`src/rtl/uart_fifo_intf_if.sv`:
```
// Register-bus and engine-side signals of the UART FIFO front-end.
// slave = the front-end itself, master = CPU bus plus TX/RX engines.
interface uart_fifo_intf_if #(
  parameter int REG_AW = 16,
  parameter int REG_DW = 16,
  parameter int CHAR_W = 8,
  parameter int BAUD_W = 16
);
  logic [REG_AW-1:0] reg_addr;
  logic              reg_cs_n;
  logic              reg_wr_n;
  logic              reg_rd_n;
  logic [REG_DW-1:0] reg_wdata;
  logic [REG_DW-1:0] reg_rdata;
  logic              tx_valid;
  logic [CHAR_W-1:0] tx_data;
  logic              tx_ready;
  logic              rx_valid;
  logic [CHAR_W-1:0] rx_data;
  logic              rx_err;
  logic [BAUD_W-1:0] baud_div;
  logic              uart_en;
  logic              irq_tx;
  logic              irq_rx;
  logic              irq_err;

  modport slave (
    input  reg_addr, reg_cs_n, reg_wr_n, reg_rd_n, reg_wdata,
    input  tx_ready, rx_valid, rx_data, rx_err,
    output reg_rdata, tx_valid, tx_data, baud_div, uart_en,
    output irq_tx, irq_rx, irq_err
  );

  modport master (
    output reg_addr, reg_cs_n, reg_wr_n, reg_rd_n, reg_wdata,
    output tx_ready, rx_valid, rx_data, rx_err,
    input  reg_rdata, tx_valid, tx_data, baud_div, uart_en,
    input  irq_tx, irq_rx, irq_err
  );
endinterface

```
`src/rtl/uart_fifo_intf.sv`:
```
// UART register front-end: CPU register bus, TX/RX FIFOs, baud divisor,
// sticky error status and registered level-threshold interrupts.
module uart_fifo_intf #(
  parameter int          REG_AW   = 16,
  parameter int          REG_DW   = 16,
  parameter int          CHAR_W   = 8,
  parameter int          TX_DEPTH = 16,
  parameter int          RX_DEPTH = 16,
  parameter int          BAUD_W   = 16,
  parameter logic [BAUD_W-1:0] BAUD_RST = 'h0341
) (
  input  logic             clk,
  input  logic             reset_n,
  uart_fifo_intf_if.slave  bus
);
  localparam int TXA = $clog2(TX_DEPTH);
  localparam int RXA = $clog2(RX_DEPTH);

  localparam logic [REG_AW-1:0] A_CTRL  = REG_AW'('h00);
  localparam logic [REG_AW-1:0] A_STAT  = REG_AW'('h04);
  localparam logic [REG_AW-1:0] A_TXD   = REG_AW'('h08);
  localparam logic [REG_AW-1:0] A_RXD   = REG_AW'('h0C);
  localparam logic [REG_AW-1:0] A_IEN   = REG_AW'('h10);
  localparam logic [REG_AW-1:0] A_TXTHR = REG_AW'('h14);
  localparam logic [REG_AW-1:0] A_RXTHR = REG_AW'('h18);
  localparam logic [REG_AW-1:0] A_BAUD  = REG_AW'('h1C);
  localparam logic [REG_AW-1:0] A_TXCNT = REG_AW'('h20);
  localparam logic [REG_AW-1:0] A_RXCNT = REG_AW'('h24);

  logic              w_wr_cs, w_rd_cs, r_wr_cs_d, r_rd_cs_d, w_wr_p, w_rd_p;
  logic              w_wr_ctrl, w_wr_stat;
  logic              r_tx_en, r_rx_en, r_uart_en;
  logic [2:0]        r_ien;
  logic [TXA:0]      r_txthr;
  logic [RXA:0]      r_rxthr;
  logic [BAUD_W-1:0] r_baud;
  logic              r_rx_ovr, r_rx_perr, r_tx_ovr;
  logic              r_irq_tx, r_irq_rx, r_irq_err;
  logic [REG_DW-1:0] r_rdata, w_rdata;

  logic [CHAR_W-1:0] r_tx_mem [TX_DEPTH];
  logic [TXA:0]      r_tx_wp, r_tx_rp, w_tx_cnt;
  logic              w_tx_empty, w_tx_full, w_tx_valid, w_tx_clr;
  logic              w_tx_pop, w_tx_req, w_tx_push, w_tx_ovr_set;

  logic [CHAR_W-1:0] r_rx_mem [RX_DEPTH];
  logic [RXA:0]      r_rx_wp, r_rx_rp, w_rx_cnt;
  logic              w_rx_empty, w_rx_full, w_rx_clr;
  logic              w_rx_pop, w_rx_req, w_rx_push, w_rx_ovr_set, w_rx_perr_set;

  assign w_wr_cs   = ~(bus.reg_wr_n | bus.reg_cs_n);
  assign w_rd_cs   = ~(bus.reg_rd_n | bus.reg_cs_n);
  assign w_wr_p    = w_wr_cs & ~r_wr_cs_d;
  assign w_rd_p    = w_rd_cs & ~r_rd_cs_d;
  assign w_wr_ctrl = w_wr_p & (bus.reg_addr == A_CTRL);
  assign w_wr_stat = w_wr_p & (bus.reg_addr == A_STAT);

  // TX FIFO: a disabled or cleared FIFO is emptied and ignores pushes.
  assign w_tx_cnt     = r_tx_wp - r_tx_rp;
  assign w_tx_empty   = (r_tx_wp == r_tx_rp);
  assign w_tx_full    = (r_tx_wp[TXA] != r_tx_rp[TXA]) &&
                        (r_tx_wp[TXA-1:0] == r_tx_rp[TXA-1:0]);
  assign w_tx_clr     = ~r_tx_en | (w_wr_ctrl & bus.reg_wdata[2]);
  assign w_tx_valid   = r_tx_en & ~w_tx_empty;
  assign w_tx_pop     = w_tx_valid & bus.tx_ready;
  assign w_tx_req     = w_wr_p & (bus.reg_addr == A_TXD);
  assign w_tx_push    = w_tx_req & (~w_tx_full | w_tx_pop) & ~w_tx_clr;
  assign w_tx_ovr_set = w_tx_req & w_tx_full & ~w_tx_pop & ~w_tx_clr;

  assign w_rx_cnt      = r_rx_wp - r_rx_rp;
  assign w_rx_empty    = (r_rx_wp == r_rx_rp);
  assign w_rx_full     = (r_rx_wp[RXA] != r_rx_rp[RXA]) &&
                         (r_rx_wp[RXA-1:0] == r_rx_rp[RXA-1:0]);
  assign w_rx_clr      = ~r_rx_en | (w_wr_ctrl & bus.reg_wdata[3]);
  assign w_rx_pop      = w_rd_p & (bus.reg_addr == A_RXD) & ~w_rx_empty;
  assign w_rx_req      = bus.rx_valid & r_rx_en;
  assign w_rx_push     = w_rx_req & (~w_rx_full | w_rx_pop) & ~w_rx_clr;
  assign w_rx_ovr_set  = w_rx_req & w_rx_full & ~w_rx_pop & ~w_rx_clr;
  assign w_rx_perr_set = w_rx_req & bus.rx_err & ~w_rx_clr;

  always_ff @(posedge clk) begin
    if (w_tx_push) r_tx_mem[r_tx_wp[TXA-1:0]] <= bus.reg_wdata[CHAR_W-1:0];
    if (w_rx_push) r_rx_mem[r_rx_wp[RXA-1:0]] <= bus.rx_data;
  end

  always_ff @(posedge clk or negedge reset_n) begin
    if (!reset_n) begin
      r_tx_wp <= '0;
      r_tx_rp <= '0;
      r_rx_wp <= '0;
      r_rx_rp <= '0;
    end else begin
      if (w_tx_clr) begin
        r_tx_wp <= '0;
        r_tx_rp <= '0;
      end else begin
        if (w_tx_push) r_tx_wp <= r_tx_wp + 1'b1;
        if (w_tx_pop)  r_tx_rp <= r_tx_rp + 1'b1;
      end
      if (w_rx_clr) begin
        r_rx_wp <= '0;
        r_rx_rp <= '0;
      end else begin
        if (w_rx_push) r_rx_wp <= r_rx_wp + 1'b1;
        if (w_rx_pop)  r_rx_rp <= r_rx_rp + 1'b1;
      end
    end
  end

  always_ff @(posedge clk or negedge reset_n) begin
    if (!reset_n) begin
      r_wr_cs_d <= 1'b0;
      r_rd_cs_d <= 1'b0;
      r_tx_en   <= 1'b1;
      r_rx_en   <= 1'b1;
      r_uart_en <= 1'b1;
      r_ien     <= '0;
      r_txthr   <= '0;
      r_rxthr   <= '0;
      r_baud    <= BAUD_RST;
      r_rx_ovr  <= 1'b0;
      r_rx_perr <= 1'b0;
      r_tx_ovr  <= 1'b0;
      r_irq_tx  <= 1'b0;
      r_irq_rx  <= 1'b0;
      r_irq_err <= 1'b0;
      r_rdata   <= '0;
    end else begin
      r_wr_cs_d <= w_wr_cs;
      r_rd_cs_d <= w_rd_cs;
      if (w_wr_ctrl) begin
        r_tx_en <= bus.reg_wdata[0];
        r_rx_en <= bus.reg_wdata[1];
      end
      if (w_wr_p && bus.reg_addr == A_IEN)   r_ien   <= bus.reg_wdata[2:0];
      if (w_wr_p && bus.reg_addr == A_TXTHR) r_txthr <= bus.reg_wdata[TXA:0];
      if (w_wr_p && bus.reg_addr == A_RXTHR) r_rxthr <= bus.reg_wdata[RXA:0];
      if (w_wr_p && bus.reg_addr == A_BAUD)  r_baud  <= bus.reg_wdata[BAUD_W-1:0];
      r_uart_en <= r_tx_en | r_rx_en;
      // Set beats a same-cycle W1C.
      r_rx_ovr  <= w_rx_ovr_set  | (r_rx_ovr  & ~(w_wr_stat & bus.reg_wdata[4]));
      r_rx_perr <= w_rx_perr_set | (r_rx_perr & ~(w_wr_stat & bus.reg_wdata[5]));
      r_tx_ovr  <= w_tx_ovr_set  | (r_tx_ovr  & ~(w_wr_stat & bus.reg_wdata[6]));
      r_irq_tx  <= r_ien[0] & r_tx_en & (w_tx_cnt <= r_txthr);
      r_irq_rx  <= r_ien[1] & r_rx_en & (w_rx_cnt != '0) & (w_rx_cnt >= r_rxthr);
      r_irq_err <= r_ien[2] & (r_rx_ovr | r_rx_perr | r_tx_ovr);
      if (w_rd_cs) r_rdata <= w_rdata;
    end
  end

  always_comb begin
    w_rdata = '0;
    case (bus.reg_addr)
      A_CTRL:  w_rdata[1:0] = {r_rx_en, r_tx_en};
      A_STAT:  w_rdata[6:0] = {r_tx_ovr, r_rx_perr, r_rx_ovr,
                               w_rx_empty, w_rx_full, w_tx_empty, w_tx_full};
      A_RXD:   if (!w_rx_empty) w_rdata[CHAR_W-1:0] = r_rx_mem[r_rx_rp[RXA-1:0]];
      A_IEN:   w_rdata[2:0] = r_ien;
      A_TXTHR: w_rdata[TXA:0] = r_txthr;
      A_RXTHR: w_rdata[RXA:0] = r_rxthr;
      A_BAUD:  w_rdata[BAUD_W-1:0] = r_baud;
      A_TXCNT: w_rdata[TXA:0] = w_tx_cnt;
      A_RXCNT: w_rdata[RXA:0] = w_rx_cnt;
      default: w_rdata = '0;
    endcase
  end

  assign bus.reg_rdata = r_rdata;
  assign bus.tx_valid  = w_tx_valid;
  assign bus.tx_data   = r_tx_mem[r_tx_rp[TXA-1:0]];
  assign bus.baud_div  = r_baud;
  assign bus.uart_en   = r_uart_en;
  assign bus.irq_tx    = r_irq_tx;
  assign bus.irq_rx    = r_irq_rx;
  assign bus.irq_err   = r_irq_err;
endmodule
```
`src/flat_wrapper.sv`:
```
// flat-port wrapper written by rule: the top's interface ports become plain ports
module uart_fifo_intf_flat 
#(
  parameter int          REG_AW   = 16,
  parameter int          REG_DW   = 16,
  parameter int          CHAR_W   = 8,
  parameter int          TX_DEPTH = 16,
  parameter int          RX_DEPTH = 16,
  parameter int          BAUD_W   = 16,
  parameter logic [BAUD_W-1:0] BAUD_RST = 'h0341
)
  (clk, reset_n, bus_reg_addr, bus_reg_cs_n, bus_reg_wr_n, bus_reg_rd_n, bus_reg_wdata, bus_tx_ready, bus_rx_valid, bus_rx_data, bus_rx_err, bus_reg_rdata, bus_tx_valid, bus_tx_data, bus_baud_div, bus_uart_en, bus_irq_tx, bus_irq_rx, bus_irq_err);
  uart_fifo_intf_if #(.REG_AW(REG_AW), .REG_DW(REG_DW), .CHAR_W(CHAR_W), .BAUD_W(BAUD_W)) bus_i ();
  input  logic clk;
  input  logic reset_n;
  input wire logic [$bits(bus_i.reg_addr)-1:0] bus_reg_addr;
  input wire logic [$bits(bus_i.reg_cs_n)-1:0] bus_reg_cs_n;
  input wire logic [$bits(bus_i.reg_wr_n)-1:0] bus_reg_wr_n;
  input wire logic [$bits(bus_i.reg_rd_n)-1:0] bus_reg_rd_n;
  input wire logic [$bits(bus_i.reg_wdata)-1:0] bus_reg_wdata;
  input wire logic [$bits(bus_i.tx_ready)-1:0] bus_tx_ready;
  input wire logic [$bits(bus_i.rx_valid)-1:0] bus_rx_valid;
  input wire logic [$bits(bus_i.rx_data)-1:0] bus_rx_data;
  input wire logic [$bits(bus_i.rx_err)-1:0] bus_rx_err;
  output wire logic [$bits(bus_i.reg_rdata)-1:0] bus_reg_rdata;
  output wire logic [$bits(bus_i.tx_valid)-1:0] bus_tx_valid;
  output wire logic [$bits(bus_i.tx_data)-1:0] bus_tx_data;
  output wire logic [$bits(bus_i.baud_div)-1:0] bus_baud_div;
  output wire logic [$bits(bus_i.uart_en)-1:0] bus_uart_en;
  output wire logic [$bits(bus_i.irq_tx)-1:0] bus_irq_tx;
  output wire logic [$bits(bus_i.irq_rx)-1:0] bus_irq_rx;
  output wire logic [$bits(bus_i.irq_err)-1:0] bus_irq_err;
  assign bus_i.reg_addr = bus_reg_addr;
  assign bus_i.reg_cs_n = bus_reg_cs_n;
  assign bus_i.reg_wr_n = bus_reg_wr_n;
  assign bus_i.reg_rd_n = bus_reg_rd_n;
  assign bus_i.reg_wdata = bus_reg_wdata;
  assign bus_i.tx_ready = bus_tx_ready;
  assign bus_i.rx_valid = bus_rx_valid;
  assign bus_i.rx_data = bus_rx_data;
  assign bus_i.rx_err = bus_rx_err;
  assign bus_reg_rdata = bus_i.reg_rdata;
  assign bus_tx_valid = bus_i.tx_valid;
  assign bus_tx_data = bus_i.tx_data;
  assign bus_baud_div = bus_i.baud_div;
  assign bus_uart_en = bus_i.uart_en;
  assign bus_irq_tx = bus_i.irq_tx;
  assign bus_irq_rx = bus_i.irq_rx;
  assign bus_irq_err = bus_i.irq_err;
  uart_fifo_intf #(.REG_AW(REG_AW), .REG_DW(REG_DW), .CHAR_W(CHAR_W), .TX_DEPTH(TX_DEPTH), .RX_DEPTH(RX_DEPTH), .BAUD_W(BAUD_W), .BAUD_RST(BAUD_RST)) u_core (.clk(clk), .reset_n(reset_n), .bus(bus_i));
endmodule
```
`config.mk`:
```
export PLATFORM = sky130hd
export DESIGN_NAME = uart_fifo_intf_flat
export DESIGN_NICKNAME = d
export VERILOG_FILES = /design/src/rtl/uart_fifo_intf_if.sv /design/src/rtl/uart_fifo_intf.sv /design/src/flat_wrapper.sv
export SDC_FILE = /design/constraint.sdc
export NUM_CORES = 1
export LEC_CHECK = 0
export BUFFER_PORTS_ARGS = -buffer_cell sky130_fd_sc_hd__buf_2
export CAP_MARGIN = 30
export CORE_MARGIN = 2
export CORE_UTILIZATION = 60
export CTS_CLUSTER_DIAMETER = 200
export DETAILED_ROUTE_END_ITERATION = 8
export PLACE_DENSITY = 0.82
export SLEW_MARGIN = 20
export SYNTH_ARGS = -nofsm -noshare
export SYNTH_HDL_FRONTEND = slang
export SYNTH_SLANG_ARGS = --single-unit
```
`constraint.sdc`:
```
create_clock -name clk -period 8.95 [get_ports clk]
set_input_delay 0.4475 -clock clk [delete_from_list [all_inputs] [get_ports clk]]
set_output_delay 0.4475 -clock clk [all_outputs]
set_load 0.05 [all_outputs]
```
==> summary.txt <==
Outcome
  – Outcome: finished, violations left
  – Failing checks: negative hold slack

Floorplan
  – Die W: 158.8 um
  – Initial cell density of the core: ~61%
  – Die H: roughly 160 um
  – I/O pins: 93
  – Full die area: ~25,000 um2
  – Core area: between 20,000 and 25,000 um2
  – Row count: 56

Pwr
  – Max VDD drop: roughly 0.27 mV
  – Static leakage: 5.871 nW
  – Pwr Total: between 3 and 4 mW
  – Pwr Density: approximately 190 nW/um2

Clock network
  – TritonCTS clock tree: built
  – Clk pin slew, worst setup/hold paths: about 0.060 ns
  – Post-CTS Setup Bufs: 0
  – H-Tree Depth: 2
  – CTS Buffer Depth: 3
  – Worst skew pair latency: between 0.5 and 0.6 ns
  – Cts repair resizes: 0
  – CTS Sinks: around 330
  – # hold bufs at CTS: 0
  – Clk Tree Root Cell: clkbuf_16
  – Num CTS Buffers: 34

Timing
  – Worst-Margin Slew: roughly 0.95 ns
  – Max-slew violations: 0
  – Unrepaired setup endpoints after global routing: no
  – Setup TNS: 0 ns
  – Final Cycle Share: between 30% and 40%
  – Final Hold Viols: 24
  – FMAX: between 200 and 300 MHz
  – Max transition margin: 36.51%
  – Period minus WS final: roughly 3.5 ns
  – Clk_skew: between 0.01 and 0.015 ns
  – Hold_ws: -0.05728 ns
  – Final setup viols: 0

Routing
  – Detailed Routing Iterations Pass 1: 5
  – Post-route DRC: 0
  – Via count: 8,312
  – Post-route ant nets: 0
  – Wire per inst: about 25 um
  – Vias per cell: ~6.3
  – Total wire length: roughly 33,000 um
  – 1st-iter DRT viols: roughly 810

Setup path
  – R2R cell count: 7
  – Data arrival, critical path: roughly 3.6 ns
  – Setup crit end kind: register
  – Crit-path max FO: 16
  – Worst EP required: 9.10 ns
  – Crit Path Class: reg2reg
  – Critical Path Source Type: register

Global route
  – GRT overflow: 0
  – GRT Total Usage: a little over a quarter
  – Largest net degree at the start of global routing: 77
  – Number of global-route vias before repair: ~8,500
  – First-pass GRT wire length: ~51,000 um
  – Initial antenna violation count: 0

Job
  – Max_cap viols: 0

Yosys
  – Register area share after synthesis: 66.76%
  – Post-synth EDFFs: 256
  – Syn avg cell area: 16.49 um2
  – Syn. warnings: 0
  – Synthesized cell area: between 10,000 and 15,000 um2
  – Synth top area share: 53.47%
  – Top cell type by total area after synthesis: edfxtp_1
  – Synth cell types: a little under 80
  – Primary FF master, synth: edfxtp_1
  – Synth top area cells: edfxtp_1 (53%), dfrtp_1 (12%), mux4_2 (12%), ha_1 (2.4%), nand2_1 (1.7%)
  – Cells after Synth: between 800 and 900
  – Flops & latches, synth: 332
  – Synth Net Count: 950
  – Ys async rst share: between 20% and 30%

Cells and area
  – Commonest non-fill, non-tap cell in the layout: edfxtp_1
  – Area grow syn2layout: 12.78%
  – Nets: 1,050
  – Share of cells above drive strength 1: between 20% and 30%
  – # diodes: 0
  – Most frequent cells in the layout: edfxtp_1 (256), buf_2 (92), mux4_2 (76)

Placement
  – Port buffer count: a little over 90
  – Post-DP HPWL: between 20,000 and 25,000 um
  – GP Congestion: approximately 0.95

Worst hold path
  – Hold/Removal Path Class: in2async
per-layer routing:
metal / global-route usage, % / wire [um] / vias to the layer above
li1: - / - / 3625
met1: 35.61 / 12770 / 4220
met2: 45.51 / 17080 / 384
met3: 4.363 / 2154 / 83
met4: 9.800 / 1140 / 0
met5: 0 / 0 / -
cells in the mapped netlist (13+ instances only):
cell        n
a21oi_1    17
and3_1     14
clkbuf_1   17
dfrtp_1    69
edfxtp_1  256
ha_1       28
inv_1      24
mux2_2     14
mux4_2     76
nand2_1    64
nand3_1    32
nand4_1    17
nor2_1     58
o21ai_0    16
xor2_1     13
area by class of cell:
| class | instances | area (um2) |
|---|---|---|
| multi-input combinational | 477 | 4498 |
| inverter | 26 | 97.59 |
| timing repair buffer | 101 | 531.8 |
| tap | 319 | 399.1 |
| fill | 1548 | 7258 |
| sequential | 332 | 9600 |
| clock inverter | 15 | 131.4 |
| clock buffer | 45 | 955.9 |
registers in the layout, indices dropped and copies added (netlist names), 3 cells and up:
name and count:
u_core.r_tx_mem 128, u_core.r_tx_wp 5, u_core.r_rxthr 5, u_core.bus.baud_div 16
u_core.r_ien 3, u_core.r_tx_rp 5, u_core.bus.reg_rdata 16, u_core.r_txthr 5
u_core.r_rx_wp 5, u_core.r_rx_rp 5, u_core.r_rx_mem 128
where the power goes:
group | internal [mW] | switching (mW) | total (mW)
Combinational | 0.0156 | 0.0571 | 0.0727
Sequential | 1.66 | 0.00304 | 1.67
Clock | 0.812 | 0.567 | 1.38
Total | 2.49 | 0.627 | 3.12
critical path: stages, from the launching register on:
cell     delay [ns]
dfrtp_1        0.62
inv_1          0.37
ha_1           0.43
nand4_1        0.15
o21ai_0        0.25
o31ai_4        0.43
and3_4         0.39
and3_1         0.48
cell families after synthesis:
family	count (synthesis)	share of synthesized area, %
mux	102	13.92
compound gates	79	3.855
xor+xnor	25	1.523
simple gates	241	9.190
buf+inv	63	2.045
flops	332	66.76
fa+ha+maj	30	2.715
final timing paths:
check	startpoint	end	slack [ns]
hold / removal	reset_n	u_core.bus.baud_div[3]	-0.06
min in group clk	bus_reg_wr_n	u_core.r_wr_cs_d	0.11
setup reg to reg	u_core.r_rx_rp[3]	u_core.r_rx_mem[4][5]	5.48
hold reg to reg	u_core.bus.reg_rdata[13]	u_core.bus.reg_rdata[13]	0.48
max in group asynchronous	reset_n	u_core.r_tx_rp[0]	8.44
setup / recovery	u_core.r_rx_rp[3]	u_core.r_rx_mem[4][5]	5.48
per-stage QoR:
step / setup WS (ns) / utilization, % / area, um2 / cells / hold WS, ns
after CTS: 5.507 / 69.06 / 16210 / 1315 / 0.09167
after detailed placement: 5.525 / 64.43 / 15120 / 1255 / 0.4761
after global routing: 5.255 / 69.08 / 16210 / 1315 / 0.02453
after floorplan: 5.568 / - / 14380 / 872 / 0.1519
final: 5.477 / 69.08 / 16210 / 1315 / -0.05728
after global placement: 5.670 / 64.41 / 15120 / 1254 / 0.4696
No activity file was read; power rests on OpenSTA's default activity.
